$ cat config.mk
export PLATFORM = sky130hd
export DESIGN_NAME = spi_master_module
export DESIGN_NICKNAME = d
export VERILOG_FILES = /design/src/rtl/spi_master_module.sv
export SDC_FILE = /design/constraint.sdc
export NUM_CORES = 1
export LEC_CHECK = 0
export BUFFER_PORTS_ARGS = -buffer_cell sky130_fd_sc_hd__buf_2
export CAP_MARGIN = 20
export CORE_MARGIN = 5
export CORE_UTILIZATION = 34
export DETAILED_ROUTE_END_ITERATION = 6
export MAX_ROUTING_LAYER = met4
export PLACE_DENSITY = 0.5
export SYNTH_ARGS = -nofsm -noshare
export SYNTH_HDL_FRONTEND = slang
export SYNTH_SLANG_ARGS = --single-unit
$ cat constraint.sdc
create_clock -name clk -period 2.6 [get_ports clk]
set_input_delay 0.39 -clock clk [delete_from_list [all_inputs] [get_ports clk]]
set_output_delay 0.39 -clock clk [all_outputs]
set_load 0.03 [all_outputs]
$ cat src/rtl/spi_master_module.sv
// SPI mode-0 master: 8-bit MSB-first frames on ncs/sck/mosi, miso captured through a 2-flop synchronizer.
// Handshake: ICall is a request taken only while OBusy=0 (never queued); ODone pulses one cycle with OData valid.
module spi_master_module #(
    parameter int CLK_DIV = 4,
    parameter int CS_GAP  = 4
) (
    input  logic       clk,
    input  logic       rst,
    input  logic       ICall,
    input  logic [7:0] IData,
    input  logic       IHold,
    output logic       OBusy,
    output logic [7:0] OData,
    output logic       ODone,
    output logic       ncs,
    output logic       sck,
    output logic       mosi,
    input  logic       miso,
    output logic [2:0] state_dbg
);

    typedef enum logic [2:0] {
        S_IDLE = 3'd0,
        S_LEAD = 3'd1,
        S_HIGH = 3'd2,
        S_LOW  = 3'd3,
        S_GAP  = 3'd4
    } state_t;

    state_t     state;
    state_t     state_nx;
    logic [7:0] div_cnt;
    logic [2:0] bit_cnt;
    logic [7:0] tx_sr;
    logic [7:0] rx_sr;
    logic       done_q;
    logic       hold_q;
    logic       miso_meta;
    logic       miso_s;

    logic div_last;
    logic gap_last;
    logic accept;
    logic sample;
    logic frame_end;

    // div_cnt times both the sck half-periods and the chip-select gap.
    assign div_last  = (div_cnt == 8'(CLK_DIV - 1));
    assign gap_last  = (div_cnt == 8'(CS_GAP - 1));
    assign accept    = (state == S_IDLE) && ICall;
    assign sample    = (state == S_HIGH) && div_last;
    assign frame_end = (state == S_LOW) && div_last && (bit_cnt == 3'd7);
    assign state_dbg = state;

    always_ff @(posedge clk or posedge rst) begin
        if (rst) begin
            state <= S_IDLE;
        end else begin
            state <= state_nx;
        end
    end

    always_comb begin
        state_nx = state;
        case (state)
            S_IDLE: begin
                if (ICall) begin
                    state_nx = S_LEAD;
                end else if (hold_q && !IHold) begin
                    state_nx = S_GAP;
                end
            end
            S_LEAD: if (div_last) state_nx = S_HIGH;
            S_HIGH: if (div_last) state_nx = S_LOW;
            S_LOW: begin
                if (div_last) begin
                    state_nx = (bit_cnt == 3'd7) ? S_GAP : S_HIGH;
                end
            end
            S_GAP: begin
                // The ODone cycle is the first GAP cycle; IHold there keeps the slave selected.
                if (done_q && IHold) begin
                    state_nx = S_IDLE;
                end else if (gap_last) begin
                    state_nx = S_IDLE;
                end
            end
            default: state_nx = S_IDLE;
        endcase
    end

    always_ff @(posedge clk or posedge rst) begin
        if (rst) begin
            div_cnt   <= 8'd0;
            bit_cnt   <= 3'd0;
            tx_sr     <= 8'd0;
            rx_sr     <= 8'd0;
            OData     <= 8'd0;
            done_q    <= 1'b0;
            hold_q    <= 1'b0;
            miso_meta <= 1'b0;
            miso_s    <= 1'b0;
        end else begin
            miso_meta <= miso;
            miso_s    <= miso_meta;
            div_cnt   <= (state_nx != state || state == S_IDLE) ? 8'd0 : div_cnt + 8'd1;
            if (accept) begin
                tx_sr   <= IData;
                rx_sr   <= 8'd0;
                bit_cnt <= 3'd0;
            end else begin
                if (sample) begin
                    rx_sr <= {rx_sr[6:0], miso_s};
                    // Bit 0 stays on mosi through the final LOW phase.
                    if (bit_cnt != 3'd7) begin
                        tx_sr <= {tx_sr[6:0], 1'b0};
                    end
                end
                if (state == S_LOW && div_last) begin
                    bit_cnt <= bit_cnt + 3'd1;
                end
            end
            done_q <= frame_end;
            if (frame_end) begin
                OData <= rx_sr;
            end
            if (state == S_IDLE && (ICall || !IHold)) begin
                hold_q <= 1'b0;
            end else if (state == S_GAP && done_q && IHold) begin
                hold_q <= 1'b1;
            end
        end
    end

    always_comb begin
        OBusy = (state != S_IDLE);
        ODone = done_q;
        sck   = 1'b0;
        mosi  = tx_sr[7];
        ncs   = 1'b1;
        case (state)
            S_IDLE: ncs = !hold_q;
            S_LEAD: ncs = 1'b0;
            S_HIGH: begin
                ncs = 1'b0;
                sck = 1'b1;
            end
            S_LOW:  ncs = 1'b0;
            S_GAP:  ncs = !(done_q && IHold);
            default: ncs = 1'b1;
        endcase
    end

endmodule

==> impl_metrics.toml <==
[status]
run_status = "finished clean"

[grt]
total_grt_overflow = 0
grt_max_degree = 42
global_route_wire_length_before_repair_um = 7820
grt_pass1_vias = 1611
grt_antenna_before_repair = 0
grtUsageTotal_pct = 13.1

[min_path]
timing.hold.worst.class = "in -> reg"
hold_critical_path_depth = 1

[route]
routed_via_density = 5.50
drt_iter0_drc = 108
wl_um = 4520
detail_route.drc_violations = 0
routedLengthMet1_um = 2140
route.met2.wl_um = 2130
antenna_left = 0
wl_met3_um = 199
routedWlPerCell_um = 15.3
via_count = 1627
1st_pass_router_iterations = 4
highest_layer = "met4"

[timing]
tns_ns = 0
skew_ns = 0.00597
rsz0062_at_grt = "no"
tightestPinTransition_ns = 0.564
fin_crit_sh_pct = 90.5
final-setup-viol-count = 0
worst_case_headroom_to_the_max_slew_limit_pct = 62.3
max_clock_freq_mhz = 425
finalHoldViolations = 0
slew_violations = 0
final.hold.worst_slack_ns = 0.202
finalWorstPathRequiredPeriod_ns = 2.35

[floorplan]
initial_core_utilization_pct = 35.0
floorplan.die_area_um2 = 7760
chipHeight_um = 88.1
core_region_area_um2 = 5920
placementRows = 28
ios = 29
horizontal_die_dimension_um = 88.1

[power_and_ir_drop]
total_power_uw = 2260
power_density_nw_per_um2 = 946
static-leakage-power_uw = 0.00104
max-vdd-ir-drop_uv = 333

[layout]
final_core_util_pct = 40.3
areaGrowthSynthToFinish_pct = 15.0
final_stage_net_count = 236
layout-drive-gt1-share_pct = 26.2
antenna_cells = 0

[clock_tree]
clkLatencyLatePin_ns = 0.29
clock_tree.htree_level_count = 2
cts.sinks = 42
cts_tree = "done"
cts_buffers = 5
clk_pin_slew_worst_paths_ns = 0.08
cts_root_buf = "sky130_fd_sc_hd__clkbuf_8"
clockBufferDepth = 2

[yosys]
synth-main-ff-cell = "sky130_fd_sc_hd__dfrtp_1"
synth.area.top_cells = "sky130_fd_sc_hd__dfrtp_1, sky130_fd_sc_hd__mux2_2, sky130_fd_sc_hd__o31ai_1"
synth_nets = 211
synth.most_common_cell = "sky130_fd_sc_hd__dfrtp_1"
yosysSeqAreaShare_pct = 50.7
synth_top_area_share_pct = 50.7
list_of_most_frequent_post_synthesis_cells = "sky130_fd_sc_hd__dfrtp_1, sky130_fd_sc_hd__nand2_1, sky130_fd_sc_hd__o31ai_1"
syn_avg_cell_area_um2 = 10.6
synthesis.instances = 195
synthesis.area_um2 = 2070
synth_edf_count = 0
synth_cell_types = 43
post-synth-top-area-cell = "sky130_fd_sc_hd__dfrtp_1"
yosys_register_bits = 42
synth.yosys.warnings = 0
synth-async-reset-ratio_pct = 100

[place]
place_congestion = 0.809
dp_hpwl_um = 3030
port-buffer-count = 28

[setup_path]
criticalPathCategory = "reg -> out"
cp_data_arrival_time_ns = 1.96
worstPathRequired_ns = 2.21
worst_setup_path_end_kind = "output pin"
worstSetupStartpointType = "flip-flop"
rr_worst_depth = 5
worstPathMaxFanout = 16

[job]
max_cap_viol_count = 0
## state kept, by name (all words and copies together), names as in the netlist
name and count:
state_dbg 3, tx_sr 8, miso_s 1, div_cnt 8, hold_q 1, bit_cnt 3
ODone 1, rx_sr 8, miso_meta 1, OData 8
## routing by layer
layer | global-route usage [%] | up-vias
li1 | - | 804
met1 | 16.7 | 791
met2 | 21.0 | 26
met3 | 3.29 | 6
met4 | 3.30 | 0
met5 | - | -
## critical path: stages, from the launching register on
cell and delay [ns]:
sky130_fd_sc_hd__dfrtp_1 0.62, sky130_fd_sc_hd__or3b_2 0.61, sky130_fd_sc_hd__clkinv_1 0.21, sky130_fd_sc_hd__buf_2 0.23
## final cells by class
type	instances	area, µm²
repair buffers	35	195
clock inverters	2	12.5
fillers	590	3540
well taps	75	93.8
inverters	4	15.0
flip-flops and latches	42	1050
clock buffers	6	82.6
multi-input cells	132	935
## kinds of logic (layout without fill, tap and decap cells)
logic type | count (synthesis) | count (layout) | share of synthesized area, %
buffers and inverters | 21 | 47 | 4.53
adder cells (fa/ha/maj) | 3 | 3 | 1.81
XOR/XNOR | 3 | 3 | 1.27
AO/OA/AOI/OAI | 53 | 53 | 18.3
multiplexers | 9 | 9 | 4.89
AND/OR/NAND/NOR | 64 | 64 | 18.5
flip-flops | 42 | 42 | 50.7
## cell usage in the layout, fill, tap and decap left out, drive strengths merged, types with 2 or more instances in the layout
cell type and count:
xor2 2, or3 4, nor3b 2, nor2 2
ha 3, a311oi 2, o31ai 13, a211o 2
nor2b 2, a21oi 12, o21ai 3, a211oi 4
mux2 9, o211ai 7, nor4 2, inv 3
nand4 11, buf 34, nand2 18, or3b 2
nor3 6, clkinv 2, nand3 4, clkbuf 6
or4b 3, dfrtp 42, or4 3, o311ai 6
## worst paths after layout
check                             start        end  slack (ns)
setup / recovery           state_dbg[1]        sck        0.25
hold / removal                     miso  miso_meta        0.20
setup reg to reg             bit_cnt[0]   tx_sr[3]        0.39
hold reg to reg               miso_meta     miso_s        0.35
max in group asynchronous           rst   tx_sr[7]        1.42
min in group asynchronous           rst  miso_meta        0.48
## per-stage QoR
step	setup WS, ns	instances	area, µm²
floorplan	0.365	195	2070
global placement	0.465	287	2280
detailed placement	0.399	287	2280
CTS	0.243	296	2380
global route	0.111	296	2380
finish	0.248	296	2380
## what timing repair did
action / in CTS / in global routing
endpoints found under the setup margin: 0 / 0
buffers inserted: 0 / 0
hold buffers: 1 / 0
resized for setup: 0 / 0
endpoints found under the hold margin: 1 / 0
## power by group
part / switching [µW] / total, µW / internal (µW)
registers: 186 / 1020 / 832
clock network: 228 / 442 / 214
logic: 487 / 797 / 310
total: 901 / 2260 / 1360
(Power assumes the default switching activity.)
